## config.mk

```make
export PLATFORM = sky130hd
export DESIGN_NAME = tpu_top
export DESIGN_NICKNAME = d
export VERILOG_FILES = /design/src/rtl/tpu_top.sv
export SDC_FILE = /design/constraint.sdc
export NUM_CORES = 1
export LEC_CHECK = 0
export CORE_MARGIN = 8
export CORE_UTILIZATION = 21
export CTS_CLUSTER_DIAMETER = 30
export DETAILED_ROUTE_END_ITERATION = 6
export PLACE_DENSITY = 0.86
export SYNTH_ARGS = -nofsm -noshare
export SYNTH_HDL_FRONTEND = slang
export SYNTH_SLANG_ARGS = --single-unit
```

## constraint.sdc

```tcl
create_clock -name clk -period 1.8 [get_ports clk]
set_clock_uncertainty 0.15 [all_clocks]
set_input_delay 0.36 -clock clk [delete_from_list [all_inputs] [get_ports clk]]
set_output_delay 0.36 -clock clk [all_outputs]
set_load 0.1 [all_outputs]
```

## src/rtl/tpu_top.sv

```systemverilog
// -----------------------------------------------------------------------------
// tpu_top: NxN signed int8 matrix-multiply unit driven by a host.
//
// The host loads a weight matrix B (row-major beats) and an activation matrix
// A (addressed beats into a unified buffer), then issues MATRIX_MULTIPLY with
// the buffer base of A. A weight-stationary systolic array computes C = A*B;
// acc_row keeps the last row of C that left the array, i.e. C[N-1][*] once
// mmu_done has pulsed.
//
// Ports
//   clk                     clock, rising edge
//   reset_n                 asynchronous active-low reset
//   host_instruction_valid  instruction strobe
//   host_instruction        {opcode[31:29], imm[28:0]}
//   host_instruction_ready  high when an instruction would be accepted
//   host_write_data         signed data beat
//   host_wdata_valid        data beat strobe
//   host_write_address      unified-buffer byte address for activation beats
//   mmu_done                one-cycle pulse when acc_row holds the final row
// -----------------------------------------------------------------------------
module tpu_top #(
  parameter int N        = 4,
  parameter int DW       = 8,
  parameter int AW       = 32,
  parameter int UB_DEPTH = 4096
) (
  input  logic          clk,
  input  logic          reset_n,
  input  logic          host_instruction_valid,
  input  logic [31:0]   host_instruction,
  output logic          host_instruction_ready,
  input  logic [DW-1:0] host_write_data,
  input  logic          host_wdata_valid,
  input  logic [11:0]   host_write_address,
  output logic          mmu_done
);

  typedef enum logic [2:0] {
    NOP              = 3'd0,
    READ_HOST_MEMORY = 3'd1,
    READ_WEIGHTS     = 3'd2,
    MATRIX_MULTIPLY  = 3'd3
  } tpu_instruction_e;

  localparam logic [1:0] ST_IDLE    = 2'd0;
  localparam logic [1:0] ST_LOAD_W  = 2'd1;
  localparam logic [1:0] ST_LOAD_UB = 2'd2;
  localparam logic [1:0] ST_MM_RUN  = 2'd3;

  localparam int PW = $clog2(N * N);
  localparam int TW = $clog2(3 * N);
  // Last run cycle: row N-1 leaves column N-1 of the array.
  localparam logic [TW-1:0] T_LAST = TW'(3 * N - 2);

  logic [1:0]    state_q, state_d;
  logic [PW-1:0] ptr_q, ptr_d;
  logic [11:0]   base_q, base_d;
  logic [TW-1:0] t_q, t_d;
  logic          done_q, done_d;

  logic [DW-1:0] ub_mem [UB_DEPTH];

  logic signed [DW-1:0] w_q   [N][N];
  logic signed [DW-1:0] a_q   [N][N-1];
  logic signed [AW-1:0] p_q   [N][N];
  logic signed [DW-1:0] feed  [N];
  logic signed [DW-1:0] a_in  [N][N];
  logic signed [AW-1:0] p_in  [N][N];
  logic                 acc_en [N];

  logic signed [AW-1:0] acc_row [N];

  logic accept;
  logic w_wr, ub_wr;
  logic unused_imm;

  assign host_instruction_ready = reset_n && (state_q != ST_MM_RUN);
  assign accept   = host_instruction_valid && host_instruction_ready;
  assign w_wr     = host_wdata_valid && (state_q == ST_LOAD_W);
  assign ub_wr    = host_wdata_valid && (state_q == ST_LOAD_UB);
  assign mmu_done = done_q;
  assign unused_imm = ^host_instruction[28:12];

  // Control FSM. A beat arriving in the same cycle as an accepted instruction
  // still belongs to the old mode; the new opcode takes effect next cycle.
  always_comb begin
    // NOTE: every always_comb output gets a default first so no path leaves it unassigned (no latch).
    state_d = state_q;
    ptr_d   = ptr_q;
    base_d  = base_q;
    t_d     = t_q;
    done_d  = 1'b0;
    if (state_q == ST_MM_RUN) begin
      t_d = t_q + 1'b1;
      if (t_q == T_LAST) begin
        state_d = ST_IDLE;
        done_d  = 1'b1;
      end
    end else begin
      if (w_wr) ptr_d = (ptr_q == PW'(N * N - 1)) ? '0 : ptr_q + 1'b1;
      if (accept) begin
        case (tpu_instruction_e'(host_instruction[31:29]))
          READ_WEIGHTS: begin
            state_d = ST_LOAD_W;
            ptr_d   = '0;
          end
          READ_HOST_MEMORY: state_d = ST_LOAD_UB;
          MATRIX_MULTIPLY: begin
            state_d = ST_MM_RUN;
            base_d  = host_instruction[11:0];
            t_d     = '0;
          end
          default: state_d = ST_IDLE;
        endcase
      end
    end
  end

  // Skewed feed: row k of the array receives A[t-k][k] during run cycle t.
  // Outside the valid window a zero is injected so idle lanes add nothing.
  always_comb begin
    for (int k = 0; k < N; k++) begin
      feed[k] = '0;
      if ((state_q == ST_MM_RUN) && (int'(t_q) - k >= 0) && (int'(t_q) - k < N))
        feed[k] = ub_mem[base_q + 12'((int'(t_q) - k) * N + k)];
    end
  end

  // PE(k,j): activation enters from the left, partial sum from above.
  always_comb begin
    for (int k = 0; k < N; k++) begin
      a_in[k][0] = feed[k];
      for (int j = 1; j < N; j++) a_in[k][j] = a_q[k][j-1];
    end
    for (int j = 0; j < N; j++) begin
      p_in[0][j] = '0;
      for (int k = 1; k < N; k++) p_in[k][j] = p_q[k-1][j];
    end
  end

  // Bottom psum of column j during run cycle t belongs to row i = t - N - j.
  always_comb begin
    for (int j = 0; j < N; j++)
      acc_en[j] = (state_q == ST_MM_RUN) && (int'(t_q) - N - j >= 0)
                  && (int'(t_q) - N - j < N);
  end

  always_ff @(posedge clk or negedge reset_n) begin
    if (!reset_n) begin
      state_q <= ST_IDLE;
      ptr_q   <= '0;
      base_q  <= '0;
      t_q     <= '0;
      done_q  <= 1'b0;
      for (int k = 0; k < N; k++) begin
        acc_row[k] <= '0;
        for (int j = 0; j < N; j++) begin
          w_q[k][j] <= '0;
          p_q[k][j] <= '0;
        end
        for (int j = 0; j < N - 1; j++) a_q[k][j] <= '0;
      end
    end else begin
      // NOTE: sequential state uses non-blocking assignments so every register samples pre-edge values.
      state_q <= state_d;
      ptr_q   <= ptr_d;
      base_q  <= base_d;
      t_q     <= t_d;
      done_q  <= done_d;
      for (int k = 0; k < N; k++) begin
        for (int j = 0; j < N; j++) begin
          if (w_wr && (ptr_q == PW'(k * N + j))) w_q[k][j] <= host_write_data;
          // Sign-extend before multiplying; the sum wraps in AW bits.
          p_q[k][j] <= p_in[k][j] + AW'(a_in[k][j]) * AW'(w_q[k][j]);
        end
        for (int j = 0; j < N - 1; j++) a_q[k][j] <= a_in[k][j];
      end
      for (int j = 0; j < N; j++)
        if (acc_en[j]) acc_row[j] <= p_q[N-1][j];
    end
  end

  // NOTE: the unified buffer is deliberately not reset; reset leaves its contents intact.
  always_ff @(posedge clk) begin
    if (ub_wr) ub_mem[host_write_address] <= host_write_data;
  end

endmodule

```

* Word level (Yosys, flattened, before mapping)
Index checks and enable logic that the tools add are counted.
** Operators by class
- Add/subtract/negate cells :: 1
- Muxes and demuxes :: 9
- Reductions and logical operators :: 6
- Equality and inequality tests :: 7
** Operator list (count)
- 4-bit two-way mux :: 3
- 3-bit by 2-bit equality test with 1-bit output (second input constant) :: 2
- 2-bit two-way mux :: 3
- 2-bit case mux with 3 select lines :: 1
- 4-bit by 1-bit adder with 4-bit output (second input constant) :: 1
- 4-bit equality test (second input constant) :: 1
- 2-bit inequality test (second input constant) :: 2
- 2-bit AND reduction :: 2
- 2-bit nonzero test :: 2
- 3-bit by 1-bit equality test with 1-bit output (second input constant) :: 1
- 2-bit equality test (second input constant) :: 1
- 1-bit logical AND :: 2
- 1-bit two-way mux :: 2
** Storage, ports and cells
- Register bits :: 7
- Word-level logic and storage cells :: 26

* Longest topological paths before layout
- Word-level depth :: 5
- Depth in mapped cells :: 5
- Gate-level depth less buffers :: 5

* Least setup slack after synthesis
No wires, ideal clock.
- Path type :: reg-to-output
- Start :: register state_q[0]
- End :: output port host_instruction_ready
- Arrival :: 1.346 ns
- Setup slack :: -0.056 ns
- Stages on the path, launching flop included :: 3
- Required time :: 1.290 ns
- Buffers on the path :: 0
- Path through :: dfrtp_1 -> nand2_1 -> and2_1
** On the way
- Word-level cells in the longest chain between the ends :: 2
** RTL lines
- start: declaration :: line 55 : logic [1:0] state_q, state_d;
- start signal: assignment :: line 165 : state_q <= state_d;
- 2-bit inequality test :: line 77 : assign host_instruction_ready = reset_n && (state_q != ST_MM_RUN);
- 1-bit logical AND :: line 77
- end: declaration :: line 31 : output logic host_instruction_ready,
No other way between the ends.

* Final worst setup path
Ends and elaborated chain as after synthesis.

==> results.md <==
* First-pass detailed-route iteration total at 2
* Final worst-path cycle share at about nine tenths
* Min Tclk post-route at 1.608 ns
* PwrDens at 981.4 mW/mm^2
* GPL Wtd Cong at roughly 0.85
* Status: completed
* Worst setup margin at ~0.19 ns
* Reg-to-reg setup timing slack at ~0.33 ns
* Core area at 0.001689 sq mm
* # DRC at 0
* CP Launch Type: flop
* Mapped Cells at 36
* Final instance area at 549.3 sq um
* Number of DRC markers in iteration 0 at 5
* RSZ-0062 raised after global routing: false
* DRT antenna net count at 0
* Final count of negative-setup-slack endpoints at 0
* Hold slack final at 0.3679 ns
* Critical path class: reg -> out
* Area after DPL at between 500 and 600 sq um
* Root Driver: clkbuf_4
* Vias in the first global route at roughly 370
* Post-Route Utilization at around 33%
* H-Tree Depth at 1
* Ant. Diodes at 0
* Die area at roughly 0.0033 sq mm
* Max Clk Rate at 621.8 MHz
* Vias at ~340
* Clk_lat worst skew at roughly 0.25 ns
* Die Span X at a little under 60 um
* IO Count at 58
* CTS tree: done
* Longest Clk Path Bufs at 2
* Total track usage at 5.342%
* Sink Count at 7
* Clock transition at path regs at 0.05 ns
* Row count at 15
* Share of layout cells above drive strength 1 at between 20% and 30%
* TNS Setup at 0 ns
* Peak supply drop at roughly 350 uV
* Global-route wire length before repair at ~1.4 mm
* Hold crit path type: reg -> reg
* Slew @ Worst Pin at approximately 0.36 ns
* Vias per inst at around 4.9
* CP Capture Type: output port
* Syn Nets at between 90 and 100
* Critical path arrival at around 1.1 ns
* TritonCTS Buffers at 3
* Die height at about 58 um
* Initial antenna violation count at 0
* #FFs+latches synth at 7
* Rel. slew slack at roughly three quarters
* Final Slew Violations at 0
* Leak pwr at around 0.00024 uW
* Post-Route WL at about 740 um
* Warnings, synthesis at 0
* Post-synthesis cell type count at 19
* Max_cap viols at 0
* Final hold viol count at 0
* WL per Instance at 10.68 um
* Seq/Total Area, Yosys at a little under half
* Final #Nets at ~110
* Critical Path RT at approximately 1.3 ns
* Syn avg cell area at 10.22 sq um
* Worst slack at placement at -0.08730 ns
* Crit path max fanout at 5
* Area Overhead vs Synth at 49.32%
* Mapped Area at around 370 sq um
* Largest net degree at the start of global routing at 8
* Postcts setup bufs at 0
* Initial Util at ~22%
* Grt total ovfl at 0
* Buffers on Ports at 7
-- metal layers --
layer / part of all wire, % / vias to the layer above / global-route usage (%) / routed length, um
met2: 46 / 11 / 8.439 / 338
met3: 6.2 / 3 / 2.428 / 46
met1: 44 / 157 / 5.350 / 326
li1: - / 164 / - / -
met4: 3.5 / 0 / 4.196 / 26
met5: 0 / - / 0 / 0
-- placed cells by master (no fill, tap or decap), types with 2 or more instances in the layout --
cell type	n
buf_4	4
nand2_1	5
dfrtp_1	7
nand3_1	3
clkdlybuf4s50_1	4
buf_12	2
clkbuf_4	3
ha_1	2
o21ai_0	4
o211ai_1	2
-- repair_timing --
item / 4_1_cts / 5_1_grt
hold buffers: 0 / 1
gates resized for setup: 0 / 1
setup endpoints to repair: 0 / 1
endpoints found under the hold margin: 0 / 7
-- metrics by stage --
stage	total power [uW]	cells
global route	589.6	69
finish	539.0	69
floorplan	345.3	36
detailed placement	402.9	64
CTS	549.3	68
global placement	393.8	64
-- logic make-up after synthesis --
| family | synth area share (%) |
|---|---|
| AOI/OAI and AO/OA | 13.61 |
| xor gates and xnor gates | 2.381 |
| adders and majority gates | 6.802 |
| buffers and inverters | 1.019 |
| DFF | 47.62 |
| and+or+nand+nor | 28.57 |
-- area by class of cell --
cell class,instances,area (sq um)
Tap cell,17,21.27
Inverter,1,3.754
Timing Repair Buffer,12,132.6
Fill cell,188,1140
Clock buffer,4,26.28
Sequential cell,7,175.2
Multi-Input combinational cell,28,190.2
-- worst paths after layout --
check | start | end | depth (start not counted)
worst min register to register | t_q[2]$_DFFE_PN0P_ | mmu_done$_DFF_PN0_ | 1
worst max register to register | state_q[0]$_DFFE_PN0P_ | state_q[0]$_DFFE_PN0P_ | 3
worst max-delay path | state_q[0]$_DFFE_PN0P_ | host_instruction_ready | 3
min in group asynchronous | reset_n | state_q[1]$_DFFE_PN0P_ | 3
worst min-delay path | t_q[2]$_DFFE_PN0P_ | mmu_done$_DFF_PN0_ | 1
max in group asynchronous | reset_n | t_q[1]$_DFFE_PN0P_ | 3
-- state kept, by name, indices dropped and copies added (netlist names) --
register,cells
mmu_done,1
t_q,4
state_q,2
-- power by group --
group | internal (uW) | switching (uW)
Clock | 84.3 | 53.6
Sequential | 206 | 51.7
Combinational | 71.8 | 71.7
Total | 362 | 177
-- cells in the mapped netlist --
cell type,instances,area [sq um]
and2_4,1,8.760
o22ai_1,1,6.260
or4b_4,1,13.76
a21oi_2,1,8.760
ha_1,2,25.02
or3_1,1,6.260
o211ai_1,2,15.01
nor3_2,1,10.01
dfrtp_1,7,175.2
or4b_1,1,10.01
inv_1,1,3.750
nor2_1,1,3.750
nor3_1,1,5.000
nand2_1,5,18.77
xor2_1,1,8.760
nand3_1,3,15.01
nand3b_1,1,7.510
o21ai_0,4,20.02
and2_1,1,6.260
-- critical path: stages, from the launching register on --
cell     delay, ns
dfrtp_1       0.39
nand2_1       0.09
and2_2        0.21
buf_12        0.16
Power figures use the tool's default switching activity.
